`src/rtl/regfile_pkg.sv`:
```
// Shared types and default sizing for the multi-port register file.
package regfile_pkg;

  typedef enum logic {
    IDLE,
    CLEAR
  } clr_state_e;

  localparam int unsigned DefWidth = 16;
  localparam int unsigned DefNregs = 8;

endpackage

```
`src/rtl/regfile_if.sv`:
```
// Write/read/clear bus of the register file; master drives requests, slave is the regfile.
interface regfile_if
  import regfile_pkg::*;
#(
  parameter int unsigned WIDTH = DefWidth,
  parameter int unsigned NREGS = DefNregs
) ();

  localparam int unsigned AW = $clog2(NREGS);

  logic             write;
  logic [AW-1:0]    writenum;
  logic [WIDTH-1:0] data_in;
  logic [AW-1:0]    readnum_a;
  logic [AW-1:0]    readnum_b;
  logic [WIDTH-1:0] data_out_a;
  logic [WIDTH-1:0] data_out_b;
  logic             clear_req;
  logic             busy;
  logic             wr_drop;

  modport master (
    output write, writenum, data_in, readnum_a, readnum_b, clear_req,
    input  data_out_a, data_out_b, busy, wr_drop
  );

  modport slave (
    input  write, writenum, data_in, readnum_a, readnum_b, clear_req,
    output data_out_a, data_out_b, busy, wr_drop
  );

endinterface

```
`src/rtl/onehot_decoder.sv`:
```
// Binary index to one-hot vector, all-zero when not enabled.
module onehot_decoder #(
  parameter int unsigned N = 8
) (
  input  logic [$clog2(N)-1:0] idx_i,
  input  logic                 en_i,
  output logic [N-1:0]         oh_o
);

  always_comb begin
    oh_o = '0;
    if (en_i) oh_o[idx_i] = 1'b1;
  end

endmodule

```
`src/rtl/regfile_mp.sv`:
```
// NREGS x WIDTH register file: one write port, two combinational read ports,
// optional bypass / hard-wired R0, and a one-register-per-cycle bulk clear.
module regfile_mp
  import regfile_pkg::*;
#(
  parameter int unsigned WIDTH   = DefWidth,
  parameter int unsigned NREGS   = DefNregs,
  parameter bit          BYPASS  = 1'b0,
  parameter bit          ZERO_R0 = 1'b0
) (
  input  logic     clk,
  input  logic     rst_n,
  regfile_if.slave bus
);

  localparam int unsigned AW = $clog2(NREGS);

  clr_state_e       state_q, state_d;
  logic [AW-1:0]    cnt_q, cnt_d;
  logic             wr_drop_q, wr_drop_d;
  logic [WIDTH-1:0] regs_q [NREGS];
  logic [WIDTH-1:0] regs_d [NREGS];

  logic             wr_acc;
  logic             clr_en;
  logic [NREGS-1:0] wr_oh;
  logic [NREGS-1:0] clr_oh;

  // State register
  always_ff @(posedge clk or negedge rst_n) begin
    if (!rst_n) begin
      state_q   <= IDLE;
      cnt_q     <= '0;
      wr_drop_q <= 1'b0;
    end else begin
      state_q   <= state_d;
      cnt_q     <= cnt_d;
      wr_drop_q <= wr_drop_d;
    end
  end

  // Next-state logic; a clear request in IDLE wins over a same-cycle write.
  always_comb begin
    state_d = state_q;
    cnt_d   = cnt_q;
    case (state_q)
      IDLE: begin
        if (bus.clear_req) begin
          state_d = CLEAR;
          cnt_d   = '0;
        end
      end
      CLEAR: begin
        cnt_d = cnt_q + 1'b1;
        if (cnt_q == AW'(NREGS - 1)) begin
          state_d = IDLE;
          cnt_d   = '0;
        end
      end
      default: state_d = IDLE;
    endcase
  end

  // Output logic
  always_comb begin
    wr_acc      = bus.write && (state_q == IDLE) && !bus.clear_req;
    clr_en      = (state_q == CLEAR);
    wr_drop_d   = bus.write && !wr_acc;
    bus.busy    = (state_q == CLEAR);
    bus.wr_drop = wr_drop_q;
  end

  onehot_decoder #(.N(NREGS)) u_wr_dec (
    .idx_i (bus.writenum),
    .en_i  (wr_acc),
    .oh_o  (wr_oh)
  );

  onehot_decoder #(.N(NREGS)) u_clr_dec (
    .idx_i (cnt_q),
    .en_i  (clr_en),
    .oh_o  (clr_oh)
  );

  always_comb begin
    for (int i = 0; i < NREGS; i++) begin
      regs_d[i] = regs_q[i];
      if (clr_oh[i]) begin
        regs_d[i] = '0;
      end else if (wr_oh[i] && !(ZERO_R0 && i == 0)) begin
        regs_d[i] = bus.data_in;
      end
    end
  end

  always_ff @(posedge clk or negedge rst_n) begin
    if (!rst_n) begin
      for (int i = 0; i < NREGS; i++) regs_q[i] <= '0;
    end else begin
      for (int i = 0; i < NREGS; i++) regs_q[i] <= regs_d[i];
    end
  end

  // Zero-R0 overrides bypass; bypass only applies to an accepted write.
  always_comb begin
    bus.data_out_a = regs_q[bus.readnum_a];
    if (BYPASS && wr_acc && bus.writenum == bus.readnum_a) bus.data_out_a = bus.data_in;
    if (ZERO_R0 && bus.readnum_a == '0) bus.data_out_a = '0;

    bus.data_out_b = regs_q[bus.readnum_b];
    if (BYPASS && wr_acc && bus.writenum == bus.readnum_b) bus.data_out_b = bus.data_in;
    if (ZERO_R0 && bus.readnum_b == '0) bus.data_out_b = '0;
  end

endmodule

```
`src/flat_wrapper.sv`:
```
// flat-port wrapper written by rule: the top's interface ports become plain ports
module regfile_mp_flat import regfile_pkg::*;
#(
  parameter int unsigned WIDTH   = DefWidth,
  parameter int unsigned NREGS   = DefNregs,
  parameter bit          BYPASS  = 1'b0,
  parameter bit          ZERO_R0 = 1'b0
)
  (clk, rst_n, bus_write, bus_writenum, bus_data_in, bus_readnum_a, bus_readnum_b, bus_clear_req, bus_data_out_a, bus_data_out_b, bus_busy, bus_wr_drop);
  regfile_if #(.WIDTH(WIDTH), .NREGS(NREGS)) bus_i ();
  input  logic clk;
  input  logic rst_n;
  input wire logic [$bits(bus_i.write)-1:0] bus_write;
  input wire logic [$bits(bus_i.writenum)-1:0] bus_writenum;
  input wire logic [$bits(bus_i.data_in)-1:0] bus_data_in;
  input wire logic [$bits(bus_i.readnum_a)-1:0] bus_readnum_a;
  input wire logic [$bits(bus_i.readnum_b)-1:0] bus_readnum_b;
  input wire logic [$bits(bus_i.clear_req)-1:0] bus_clear_req;
  output wire logic [$bits(bus_i.data_out_a)-1:0] bus_data_out_a;
  output wire logic [$bits(bus_i.data_out_b)-1:0] bus_data_out_b;
  output wire logic [$bits(bus_i.busy)-1:0] bus_busy;
  output wire logic [$bits(bus_i.wr_drop)-1:0] bus_wr_drop;
  assign bus_i.write = bus_write;
  assign bus_i.writenum = bus_writenum;
  assign bus_i.data_in = bus_data_in;
  assign bus_i.readnum_a = bus_readnum_a;
  assign bus_i.readnum_b = bus_readnum_b;
  assign bus_i.clear_req = bus_clear_req;
  assign bus_data_out_a = bus_i.data_out_a;
  assign bus_data_out_b = bus_i.data_out_b;
  assign bus_busy = bus_i.busy;
  assign bus_wr_drop = bus_i.wr_drop;
  regfile_mp #(.WIDTH(WIDTH), .NREGS(NREGS), .BYPASS(BYPASS), .ZERO_R0(ZERO_R0)) u_core (.clk(clk), .rst_n(rst_n), .bus(bus_i));
endmodule
```
`config.mk`:
```
export PLATFORM = sky130hd
export DESIGN_NAME = regfile_mp_flat
export DESIGN_NICKNAME = d
export VERILOG_FILES = /design/src/rtl/regfile_pkg.sv /design/src/rtl/regfile_if.sv /design/src/rtl/onehot_decoder.sv /design/src/rtl/regfile_mp.sv /design/src/flat_wrapper.sv
export SDC_FILE = /design/constraint.sdc
export NUM_CORES = 1
export LEC_CHECK = 0
export ABC_AREA = 1
export CORE_MARGIN = 3
export CORE_UTILIZATION = 40
export CTS_BUF_LIST = sky130_fd_sc_hd__clkbuf_4 sky130_fd_sc_hd__clkbuf_8
export DETAILED_ROUTE_END_ITERATION = 8
export PLACE_DENSITY = 0.61
export SYNTH_ARGS = -nofsm -noshare
export SYNTH_HDL_FRONTEND = slang
export SYNTH_SLANG_ARGS = --single-unit
```
`constraint.sdc`:
```
create_clock -name clk -period 3.3 [get_ports clk]
set_input_delay 0.825 -clock clk [delete_from_list [all_inputs] [get_ports clk]]
set_output_delay 0.825 -clock clk [all_outputs]
set_load 0.02 [all_outputs]
```
==> flow_summary.toml, run 1 <==
[timing]
tightest_slew_ps = 1007
fmax_mhz = 312.3
period_share_pct = 97.03
final_hold_viol_count = 0
slew_headroom_pct = 32.71
finalMaxSlewViolations = 0
setup-violations-final = 0
grt_setup_unrepaired = "false"
clock-skew-final_ps = 7.214
finalCriticalPeriod_ps = 3202

[cells_and_area]
syn2layout_area_growth_pct = 16.74
antenna_cells = 0
layout_common_cells = "593 x nand2_1, 354 x nand3_1, 143 x inv_1"
stdcell_count = 1664
drive_gt1_share_pct = 7.174
final_common_cell = "nand2_1"
final_nets = 1414

[clock_network]
cts_resized = 32
cts.sinks = 133
htree_levels = 4
root_buffer = "clkbuf_8"
hold_buffers = 0
clock_latency_ps = 460
cts_setup_buffers = 0
tritoncts = "yes"
path_clk_slew_ps = 80
cts_buffer_depth = 2
cts_buffers = 17

[worst_setup_path]
crit_required_ps = 2470
cp_slowest_cell = "clkdlybuf4s50_1"
cp_max_fo = 15
r2r_cells = 7
cp-start-kind = "input pin"
timing.rr.start = "u_core.bus.busy"
r2r_end = "u_core.regs_q[76]"
cp-end-kind = "output pin"
critPathArrivalTime_ps = 2380
r2r_slack_ps = 1230
cp_cell_sequence = "clkdlybuf4s50_1 > buf_4 > buf_12 > nand3_1 > nand2_1 > nand2_1 > nand2_1 > dlygate4sd2_1"
critical_path.max_stage_delay_ps = 480
crit_top_cell = "nand2_1"
cp.buffers_inverters = 4
crit_type = "in -> out"
crit_family = "buffers and inverters"
cp_num_cells = 8

[run]
timing.max_cap.violations = 0

[drt]
detail-route-antenna-nets = 0
vias = 8947
drtIter0Drc = 1146
wl_um = 31010
routed_via_density = 5.377
wl_per_cell_um = 18.64
dr.pass1.iters = 5
drc = 0

[status]
outcome = "complete, no violations"

[global_routing]
grt_pass1_vias = 8337
grt.total_usage_pct = 26.70
grt_first_pass_wirelength_um = 49180
grt_max_degree = 64
antenna_found_initial = 0
grt-ovfl-total = 0

[floorplanning]
fp.dieW_um = 152.0
num_rows = 52
design.core.area_um2 = 20560
ios = 63
die_area_um2 = 23100
dieHeight_um = 152.0
start_util_pct = 41.47

[place]
dp_cells = 1634
place.gp.congestion = 0.9237
dp.final_hpwl_um = 20950
port_buffers = 62

[synth]
synthSimpleGateAreaFrac_pct = 48.74
ys_types = 19
yosysWarnings = 0
synthXorXnorAreaFrac_pct = 0
synth-compound-area-share_pct = 0.2642
syn_nets = 1385
syn_inst = 1354
syn-cell-area_um2 = 8526
ys_seq_area_share_pct = 39.04
synth_top_family_by_area = "simple AND/OR/NAND/NOR gates"
ys_ff_latch = 133
synth.mux.area_fraction_pct = 0
synth_adder_area_share_pct = 0.2935
postSynthAreaPerCell_um2 = 6.297

[power]
swShare_pct = 39.22
p_leak_nw = 5.875
total_power_w = 0.005302
clkPwrFrac_pct = 29.8
power_frac_seq_pct = 38.4
p_per_area_nw_per_um2 = 532.6
netSwitchingPower_w = 0.002079
p_int_w = 0.003223
peakVddDrop_v = 0.0002871
combPwrFrac_pct = 31.8

[min_path]
hp-class = "in -> async"
-- logic make-up (layout without fill, tap and decap cells) --
| kind of cell | Yosys count | in the layout |
|---|---|---|
| flip-flops | 133 | 133 |
| buffers and inverters | 246 | 286 |
| AND/OR/NAND/NOR | 969 | 969 |
| AO/OA/AOI/OAI | 4 | 4 |
| adder cells (fa/ha/maj) | 2 | 2 |
-- state kept, by name, indices dropped and copies added (netlist names) --
name,flops
u_core.regs_q,128
u_core.cnt_q,3
u_core.bus.wr_drop,1
u_core.bus.busy,1
-- area by class of cell --
type | instances | area [um^2]
fillers | 2167 | 10610
flip-flops and latches | 133 | 3328
repair buffers | 108 | 1092
clock buffers | 19 | 261.5
clock inverters | 11 | 175.2
well taps | 270 | 337.8
inverters | 148 | 555.5
multi-input cells | 975 | 4203
-- worst register-to-register path, cell delays in order (launching register included) --
cell	delay [ps]
dfrtp_1	460
inv_2	110
nand2_2	60
nor2_4	260
nand2_2	410
inv_2	520
nand2_1	100
nand2_1	90
-- power groups by stage --
stage	clock network, W	registers [W]	logic [W]
floorplan	0	0.00203	0.00107
global placement	0	0.00206	0.00169
detailed placement	0	0.00206	0.00169
CTS	0.00159	0.00203	0.00166
global route	0.00166	0.00207	0.00187
finish	0.00158	0.00204	0.00168
-- cells in the mapped netlist (all sizes together) --
master	number	area [um^2]
a21oi	1	5.000
clkbuf	42	157.7
ha	2	25.02
inv	148	555.5
dfrtp	133	3328
o31ai	1	7.510
nor2	13	81.32
buf	56	281.5
nand3	354	1772
nand2	602	2302
o21ai	2	10.01
-- worst max-delay path by stage --
| stage | start | endpoint | slack (ps) |
|---|---|---|---|
| 5_1_grt | bus_readnum_a[1] | bus_data_out_a[5] | 30 |
| 6_report | bus_readnum_a[1] | bus_data_out_a[13] | 100 |
| 4_1_cts | bus_readnum_a[1] | bus_data_out_a[13] | 130 |
| 3_3_place_gp | bus_readnum_a[1] | bus_data_out_a[13] | -150 |
| 3_5_place_dp | bus_readnum_a[1] | bus_data_out_a[13] | -130 |
| 2_1_floorplan | bus_readnum_a[1] | bus_data_out_a[10] | 770 |
-- layer usage --
layer / global-route usage, % / part of all wire (%)
met1: 39.05 / 45
met2: 39.48 / 44
met3: 5.631 / 9.3
met4: 8.733 / 2.4
met5: 0 / 0
-- through the flow --
stage	TNS, ps	cell area (um^2)	util, %	setup WS, ps	hold slack [ps]
6_report	0	9953	48.41	97.93	341.8
5_1_grt	0	9953	48.41	32.18	375.6
4_1_cts	0	9953	48.41	130.0	361.2
3_5_place_dp	-2497	9557	46.48	-134.6	486.3
3_3_place_gp	-2571	9557	46.48	-154.3	480.1
2_1_floorplan	0	8526	-	767.3	468.7
No activity file was read; power rests on OpenSTA's default activity.
==> inputs of run 2 (changes only) <==
GPL_ROUTABILITY_DRIVEN = 0   (was not set)
==> flow_summary.toml, run 2 (same netlist as run 1, synthesis figures left out) <==
[status]
outcome = "complete, no violations"

[cells_and_area]
final_nets = 1412
regMostFlops = "u_core.regs_q"
reg_top3 = "u_core.regs_q x128, u_core.cnt_q x3"
final_area_um2 = 9950
antenna_cells = 0
stdcell_count = 1664
largest_register_ffs = 128
final_common_cell = "nand2_1"
layout_common_cells = "593 x nand2_1, 354 x nand3_1, 143 x inv_1"
syn2layout_area_growth_pct = 16.70
drive_gt1_share_pct = 7.174

[floorplanning]
die_area_um2 = 23100
num_rows = 52
ios = 63
fp.dieW_um = 152.0
design.core.area_um2 = 20560
start_util_pct = 41.47
dieHeight_um = 152.0

[min_path]
hp-class = "in -> async"

[timing]
tightest_slew_ps = 980.4
period_share_pct = 97.73
final_hold_viol_count = 0
finalMaxSlewViolations = 0
finalCriticalPeriod_ps = 3225
fmax_mhz = 310.1
finalWorstSetupSlack_ps = 75.05
setup_tns_ps = 0
clock-skew-final_ps = 11.46
grt_setup_unrepaired = "false"
slew_headroom_pct = 34.48
setup-violations-final = 0

[worst_setup_path]
cp_max_fo = 14
crit_top_cell = "nand2_1"
critPathArrivalTime_ps = 2400
cp-startpoint = "bus_readnum_a[1]"
r2r_end = "u_core.regs_q[70]"
cp-start-kind = "input pin"
r2r_slack_ps = 1320
cp_slowest_cell = "clkdlybuf4s50_1"
critical_path.max_stage_delay_ps = 500
cp-end-kind = "output pin"
crit_type = "in -> out"
r2r_cells = 7
cp_cell_sequence = "clkdlybuf4s50_1 > buf_4 > buf_12 > nand3_1 > nand2_1 > nand2_1 > nand2_1 > dlygate4sd2_1"
endpoint = "bus_data_out_a[4]"
crit_required_ps = 2470
timing.rr.start = "u_core.bus.busy"

[power]
p_per_area_nw_per_um2 = 515.8
total_power_w = 0.005132
p_leak_nw = 5.869
peakVddDrop_v = 0.0002156

[global_routing]
grt_pass1_vias = 8275
grt_first_pass_wirelength_um = 48690
antenna_found_initial = 0
grt-ovfl-total = 0
grt.total_usage_pct = 26.23
grt_max_degree = 68

[drt]
vias = 8925
drc = 0
dr.pass1.iters = 5
routed_via_density = 5.364
detail-route-antenna-nets = 0
wl_um = 30390
wl_per_cell_um = 18.26
drtIter0Drc = 1052

[place]
port_buffers = 62
dp_cells = 1632
dpl-instance-area_um2 = 9592
dp.final_hpwl_um = 20320
dp_slack_ps = -146.4

[clock_network]
htree_levels = 4
cts_buffers = 17
clock_latency_ps = 460
path_clk_slew_ps = 90
cts.sinks = 133
hold_buffers = 0
cts_setup_buffers = 0
tritoncts = "yes"
cts_buffer_depth = 2
root_buffer = "clkbuf_8"

[run]
timing.max_cap.violations = 0
run 2: cell types whose count changed in the layout (fill, tap and decap cells not counted), sizes merged:
cell    delta
bufinv     -2
inv        +2
clkinv     +2
buf        -2
run 2: where the power goes:
part           leakage, nW  internal [W]  switching [W]
clock network        0.200      0.000700       0.000723
logic                 3.83      0.000491        0.00118
registers             1.84       0.00188       0.000161
run 2: cell type report:
| type | count | area, um^2 |
|---|---|---|
| tap | 270 | 337.8 |
| clock inverter | 13 | 148.9 |
| fill | 2151 | 10610 |
| sequential | 133 | 3328 |
| multi-input combinational | 975 | 4203 |
| inverter | 148 | 555.5 |
| timing repair buffer | 106 | 1127 |
| clock buffer | 19 | 249.0 |
run 2: repair_timing:
item	CTS	global route
gates resized for setup	32	0
hold endpoints to repair	0	0
setup endpoints to repair	32	0
run 2: per-layer routing:
layer,track usage [%],vias up,part of all wire (%)
met5,0,-,0
met2,40.26,425,45
li1,-,4266,-
met4,5.651,0,1.4
met1,38.98,4197,45
met3,4.522,37,8.5
run 2: worst min-delay path by stage:
stage	from	slack, ps	to
floorplan	u_core.regs_q[100]	470	u_core.regs_q[100]
global placement	u_core.regs_q[93]	480	u_core.regs_q[93]
detailed placement	u_core.regs_q[118]	490	u_core.regs_q[118]
CTS	rst_n	380	u_core.regs_q[64]
global route	rst_n	370	u_core.regs_q[64]
finish	rst_n	330	u_core.regs_q[64]
run 2: critical path, delay by kind of cell:
family	cells	cell delay, ps
simple gates	4	390
buf+inv	4	1180
run 2: stage by stage:
step	util [%]	hold WS (ps)
after floorplan	-	468.7
after global placement	46.65	480.9
after detailed placement	46.65	486.7
after CTS	48.39	381.1
after global routing	48.39	367.5
final	48.39	333.3
